File: config.mk
export PLATFORM = sky130hd
export DESIGN_NAME = seq_restoring_divider
export DESIGN_NICKNAME = d
export VERILOG_FILES = /design/src/rtl/seq_restoring_divider.sv
export SDC_FILE = /design/constraint.sdc
export NUM_CORES = 1
export LEC_CHECK = 0
export ABC_AREA = 1
export ABC_CLOCK_PERIOD_IN_PS = 5000
export CAP_MARGIN = 25
export CORE_MARGIN = 5
export CORE_UTILIZATION = 35
export CTS_BUF_LIST = sky130_fd_sc_hd__clkbuf_4 sky130_fd_sc_hd__clkbuf_8
export DETAILED_ROUTE_END_ITERATION = 8
export GPL_ROUTABILITY_DRIVEN = 0
export HOLD_SLACK_MARGIN = 0.1
export PLACE_DENSITY_LB_ADDON = 0.1
export REMOVE_ABC_BUFFERS = 1
export SETUP_SLACK_MARGIN = 0.3
export SYNTH_ARGS = -nofsm -noshare
export SYNTH_HDL_FRONTEND = slang
export SYNTH_SLANG_ARGS = --single-unit
File: constraint.sdc
create_clock -name clk -period 5 [get_ports clk]
set_input_delay 0.75 -clock clk [delete_from_list [all_inputs] [get_ports clk]]
set_output_delay 0.75 -clock clk [all_outputs]
set_load 0.02 [all_outputs]
File: src/rtl/seq_restoring_divider.sv
// Sequential unsigned restoring divider.
// Produces one quotient bit per clock through trial subtraction and reports
// the result with a one-cycle done pulse. A zero divisor skips the iterations
// and returns a saturated quotient with the dividend as the remainder.
module seq_restoring_divider #(
  parameter int WIDTH = 4
) (
  input  logic             clk,
  input  logic             rst_n,
  input  logic             start,
  input  logic [WIDTH-1:0] dividend,
  input  logic [WIDTH-1:0] divisor,
  output logic             busy,
  output logic             done,
  output logic [WIDTH-1:0] quotient,
  output logic [WIDTH-1:0] remainder,
  output logic             div_by_zero
);

  localparam int CW = $clog2(WIDTH + 1);
  localparam logic [CW-1:0] CNT_INIT = CW'(WIDTH);
  localparam logic [CW-1:0] CNT_ONE  = {{(CW-1){1'b0}}, 1'b1};
  localparam logic [CW-1:0] CNT_ZERO = {CW{1'b0}};

  localparam logic [1:0] IDLE = 2'd0;
  localparam logic [1:0] RUN  = 2'd1;
  localparam logic [1:0] DONE = 2'd2;

  logic [1:0]       state_r;
  // The partial remainder is always below the divisor between iterations,
  // so its top bit is zero and only WIDTH bits need to be held.
  logic [WIDTH-1:0] r_r;
  logic [WIDTH-1:0] q_r;
  logic [WIDTH-1:0] d_r;
  logic [CW-1:0]    cnt_r;

  logic [WIDTH:0]   r_shift_s;
  logic [WIDTH:0]   trial_s;
  logic [WIDTH-1:0] r_iter_s;
  logic [WIDTH-1:0] q_iter_s;
  logic             last_s;

  // One restoring step: shift in the next dividend bit, try the subtraction,
  // keep the difference only when it did not borrow.
  always_comb begin
    r_shift_s = {r_r, q_r[WIDTH-1]};
    trial_s   = r_shift_s - {1'b0, d_r};
    if (trial_s[WIDTH] == 1'b0) begin
      r_iter_s = trial_s[WIDTH-1:0];
      q_iter_s = {q_r[WIDTH-2:0], 1'b1};
    end else begin
      r_iter_s = r_shift_s[WIDTH-1:0];
      q_iter_s = {q_r[WIDTH-2:0], 1'b0};
    end
    last_s = (cnt_r == CNT_ONE);
  end

  // Control FSM, working registers and result registers.
  always_ff @(posedge clk or negedge rst_n) begin
    if (!rst_n) begin
      state_r     <= IDLE;
      r_r         <= {WIDTH{1'b0}};
      q_r         <= {WIDTH{1'b0}};
      d_r         <= {WIDTH{1'b0}};
      cnt_r       <= CNT_ZERO;
      busy        <= 1'b0;
      done        <= 1'b0;
      quotient    <= {WIDTH{1'b0}};
      remainder   <= {WIDTH{1'b0}};
      div_by_zero <= 1'b0;
    end else begin
      case (state_r)
        IDLE, DONE: begin
          done <= 1'b0;
          busy <= 1'b0;
          if (start) begin
            r_r   <= {WIDTH{1'b0}};
            q_r   <= dividend;
            d_r   <= divisor;
            cnt_r <= CNT_INIT;
            if (divisor == {WIDTH{1'b0}}) begin
              // Divide-by-zero: report straight away, no iterations.
              state_r     <= DONE;
              done        <= 1'b1;
              quotient    <= {WIDTH{1'b1}};
              remainder   <= dividend;
              div_by_zero <= 1'b1;
            end else begin
              state_r <= RUN;
              busy    <= 1'b1;
            end
          end else begin
            state_r <= IDLE;
          end
        end
        RUN: begin
          r_r   <= r_iter_s;
          q_r   <= q_iter_s;
          cnt_r <= cnt_r - CNT_ONE;
          if (last_s) begin
            // Final step: publish the result from this step directly.
            state_r     <= DONE;
            busy        <= 1'b0;
            done        <= 1'b1;
            quotient    <= q_iter_s;
            remainder   <= r_iter_s;
            div_by_zero <= 1'b0;
          end else begin
            state_r <= RUN;
            busy    <= 1'b1;
            done    <= 1'b0;
          end
        end
        default: begin
          state_r <= IDLE;
          busy    <= 1'b0;
          done    <= 1'b0;
        end
      endcase
    end
  end

endmodule

==> Flow_metrics.wiki <==
{| class="wikitable"
! Metric !! Value
|-
| Post-synthesis cell area || 0.00139 mm2
|-
| Number of global-route vias before repair || 1129
|-
| WS Path Type || register to output port
|-
| Worst Path Buf+Inv || 1
|-
| Count of vias placed by the detailed router || 1090
|-
| Total CTS buffers || 3
|-
| Die H || 73.0 um
|-
| Sequential Power Share || 0.323
|-
| Most frequent cells in the layout || 32 x sky130_fd_sc_hd__inv_1, 26 x sky130_fd_sc_hd__dfrtp_1, 22 x sky130_fd_sc_hd__nand3_1, 22 x sky130_fd_sc_hd__nand2_1, 21 x sky130_fd_sc_hd__clkdlybuf4s50_1
|-
| Initial core utilization || 0.371
|-
| Drt via density || 4.56
|-
| Number of buffers added on ports || 21
|-
| Sequential element share of the synthesized area || 0.469
|-
| Cell with the largest stage delay on the worst path || sky130_fd_sc_hd__clkdlybuf4s50_1
|-
| Count of cell types in the netlist || 22
|-
| Remaining global-route overflow || 0
|-
| Time the worst path needs with I/O delays and setup || 2.10 ns
|-
| Switching fraction of total power || 0.455
|-
| Endpoint kind of the worst setup timing path || output port
|-
| Post-CTS Setup Bufs || 0
|-
| Fmax || 476 MHz
|-
| Slew margin rel. || 0.710
|-
| Leading cell type in the layout, fill and taps excluded || sky130_fd_sc_hd__inv_1
|-
| Die outline area || 0.00532 mm2
|-
| Filler cells || 379
|-
| CTS H-tree depth || 1
|-
| Required time worst endpoint || 4.25 ns
|-
| DPL Wire Length || 2280 um
|-
| Number of synthesis warnings || 0
|-
| Gate count of the mapped netlist || 168
|-
| Setup repair after global routing missed its margin || no
|-
| Maximum net fanout on the critical path || 2
|-
| Leak || 0.840 nW
|-
| Clock latency on the worst-skew pair || 0.27 ns
|-
| Share of cells above drive strength 1 || 0.0681
|-
| Number of nets with antenna violations after routing || 0
|-
| Total negative slack || 0 ns
|-
| Worst Setup Start Kind || register
|-
| Number of detailed-routing iterations run before antenna repair || 4
|-
| Count of max-cap constraint violations || 0
|-
| CP max stage delay || 0.65 ns
|-
| Setup skew after layout || 0.00268 ns
|-
| Kind of cell adding the most delay to the critical path || buffers and inverters
|-
| Nets || 211
|-
| Switching pwr || 0.530 mW
|-
| Critical Path AT || 1.35 ns
|-
| Worst voltage drop across the vdd grid || 0.248 mV
|-
| Number of hold buffers added after CTS || 0
|-
| Wire length of the first global-routing pass || 5080 um
|-
| Number of inserted diodes || 0
|-
| Average wire per cell in the routed design || 12.5 um
|-
| Slew @ Worst Pin || 0.434 ns
|-
| Synthesis-to-layout area growth || 21.6%
|-
| Ordered list of cells on the worst path || clkdlybuf4s50_1
|-
| Overall global routing resource usage || 0.124
|-
| Worst min-delay path class || register to register
|-
| Internal power || 0.634 mW
|-
| Pwr Density || 689 mW/mm2
|-
| Antenna violations before repair || 0
|-
| I/O Pins || 22
|-
| Number of failing hold endpoints at the final stage || 0
|-
| Max-slew violation total from the final report || 0
|-
| Final period utilization || 0.420
|-
| Outcome || completed
|-
| Number of setup violations in the final report || 0
|-
| TritonCTS clock tree || built
|-
| Sequential cell area || 651 um2
|-
| Pin count of the biggest net entering global routing || 27
|-
| Clock net sink count || 26
|-
| Worst hold slack || 0.501 ns
|-
| Cell chosen for the clock root || sky130_fd_sc_hd__clkbuf_8
|-
| Placement Rows || 22
|-
| Number of storage elements in the synthesis netlist || 26
|-
| DRC violation count after routing || 0
|-
| Core area || 0.00374 mm2
|-
| Post-cts repair resize count || 0
|-
| Proportion of power drawn by the clock network || 0.101
|-
| Part of the total power dissipated in combinational logic || 0.576
|-
| Multi-input gate area in the final layout || 578 um2
|-
| Initial detailed-routing violation count || 36
|-
| Sum of routed wire length over all layers || 2990 um
|-
| Die boundary width || 73.0 um
|-
| Average instance area after synthesis || 8.26 um2
|-
| Clock-pin slew of the registers on the worst-case setup and hold paths || 0.09 ns
|-
| Maximum root-to-sink buffer count || 2
|}
[worst register-to-register path, stage by stage, from the launching register on]
cell	delay, ns
sky130_fd_sc_hd__dfrtp_1	0.36
sky130_fd_sc_hd__inv_1	0.06
sky130_fd_sc_hd__ha_1	0.22
sky130_fd_sc_hd__fa_1	0.40
sky130_fd_sc_hd__inv_1	0.09
sky130_fd_sc_hd__nand2_1	0.05
sky130_fd_sc_hd__nand2_1	0.08
sky130_fd_sc_hd__nand3_1	0.07
sky130_fd_sc_hd__nand2_1	0.19
sky130_fd_sc_hd__nand3_1	0.13
sky130_fd_sc_hd__nand3_1	0.13
sky130_fd_sc_hd__nand2_1	0.06
sky130_fd_sc_hd__inv_1	0.05
[cell usage after synthesis]
library cell | number | area, um2
sky130_fd_sc_hd__a21oi_1 | 6 | 30.0
sky130_fd_sc_hd__a22oi_1 | 1 | 7.51
sky130_fd_sc_hd__buf_4 | 1 | 7.51
sky130_fd_sc_hd__buf_6 | 1 | 11.3
sky130_fd_sc_hd__dfrtp_1 | 26 | 651
sky130_fd_sc_hd__fa_1 | 1 | 20.0
sky130_fd_sc_hd__ha_1 | 6 | 75.1
sky130_fd_sc_hd__inv_1 | 32 | 120
sky130_fd_sc_hd__inv_2 | 2 | 7.51
sky130_fd_sc_hd__inv_4 | 2 | 12.5
sky130_fd_sc_hd__nand2_1 | 22 | 82.6
sky130_fd_sc_hd__nand2_4 | 1 | 11.3
sky130_fd_sc_hd__nand3_1 | 22 | 110
sky130_fd_sc_hd__nor2_1 | 19 | 71.3
sky130_fd_sc_hd__nor2_2 | 1 | 6.26
sky130_fd_sc_hd__nor2_4 | 3 | 33.8
sky130_fd_sc_hd__o211ai_1 | 2 | 15.0
sky130_fd_sc_hd__o21ai_0 | 12 | 60.1
sky130_fd_sc_hd__o221ai_1 | 1 | 8.76
sky130_fd_sc_hd__o22ai_1 | 2 | 12.5
sky130_fd_sc_hd__or2_1 | 4 | 25.0
sky130_fd_sc_hd__xnor2_1 | 1 | 8.76
[path summary, 6_finish.rpt]
path,start,endpoint,slack [ns],depth (start not counted)
worst max-delay path,done,done,2.90,1
worst min-delay path,cnt_r[2],cnt_r[2],0.50,1
worst max register to register,q_r[3],remainder[0],3.05,12
worst min register to register,cnt_r[2],cnt_r[2],0.50,1
max in group asynchronous,rst_n,remainder[2],3.90,2
min in group asynchronous,rst_n,busy,0.84,2
[metrics by stage]
| stage | cell area [um2] | util | setup slack, ns | std cells | power [mW] |
|---|---|---|---|---|---|
| final | 1690 | 0.451 | 2.90 | 239 | 1.16 |
| after global routing | 1690 | 0.451 | 2.84 | 239 | 1.29 |
| after CTS | 1690 | 0.451 | 2.88 | 239 | 1.18 |
| after detailed placement | 1650 | 0.440 | 2.79 | 236 | 1.05 |
| after global placement | 1650 | 0.440 | 2.82 | 236 | 1.05 |
| after floorplan | 1370 | - | 3.34 | 166 | 0.838 |
[power by group through the flow]
| stage | Combinational (mW) | Sequential (mW) | Clock, mW |
|---|---|---|---|
| 3_5_place_dp | 0.674 | 0.380 | 0 |
| 6_report | 0.670 | 0.376 | 0.117 |
| 4_1_cts | 0.677 | 0.378 | 0.121 |
| 5_1_grt | 0.767 | 0.390 | 0.129 |
| 3_3_place_gp | 0.671 | 0.379 | 0 |
| 2_1_floorplan | 0.418 | 0.421 | 0 |
[cell families (layout without fill, tap and decap cells)]
family,after synthesis,after routing,share of synthesized area
DFF,26,26,0.469
and+or+nand+nor,72,72,0.245
adders and majority gates,7,7,0.0685
buffers and inverters,38,61,0.115
xor gates and xnor gates,1,1,0.00631
AOI/OAI and AO/OA,24,24,0.0965
[cell type report]
class | instances | share of cell area
flip-flops and latches | 26 | 0.385
multi-input cells | 104 | 0.342
repair buffers | 22 | 0.129
inverters | 36 | 0.0830
well taps | 48 | 0.0356
clock buffers | 3 | 0.0245
[layer usage]
layer | up-vias | track usage | routed length, um
met2 | 16 | 0.192 | 1390
met4 | 0 | 0.0533 | 48
met3 | 4 | 0.0193 | 76
met5 | - | 0 | 0
met1 | 494 | 0.172 | 1470
li1 | 576 | - | -
[state kept, by name (all words and copies together) (netlist names)]
register	count
div_by_zero	1
done	1
busy	1
d_r	4
remainder	4
r_r	4
quotient	4
cnt_r	3
q_r	4
Note: power is estimated with default switching activity, not from simulation.
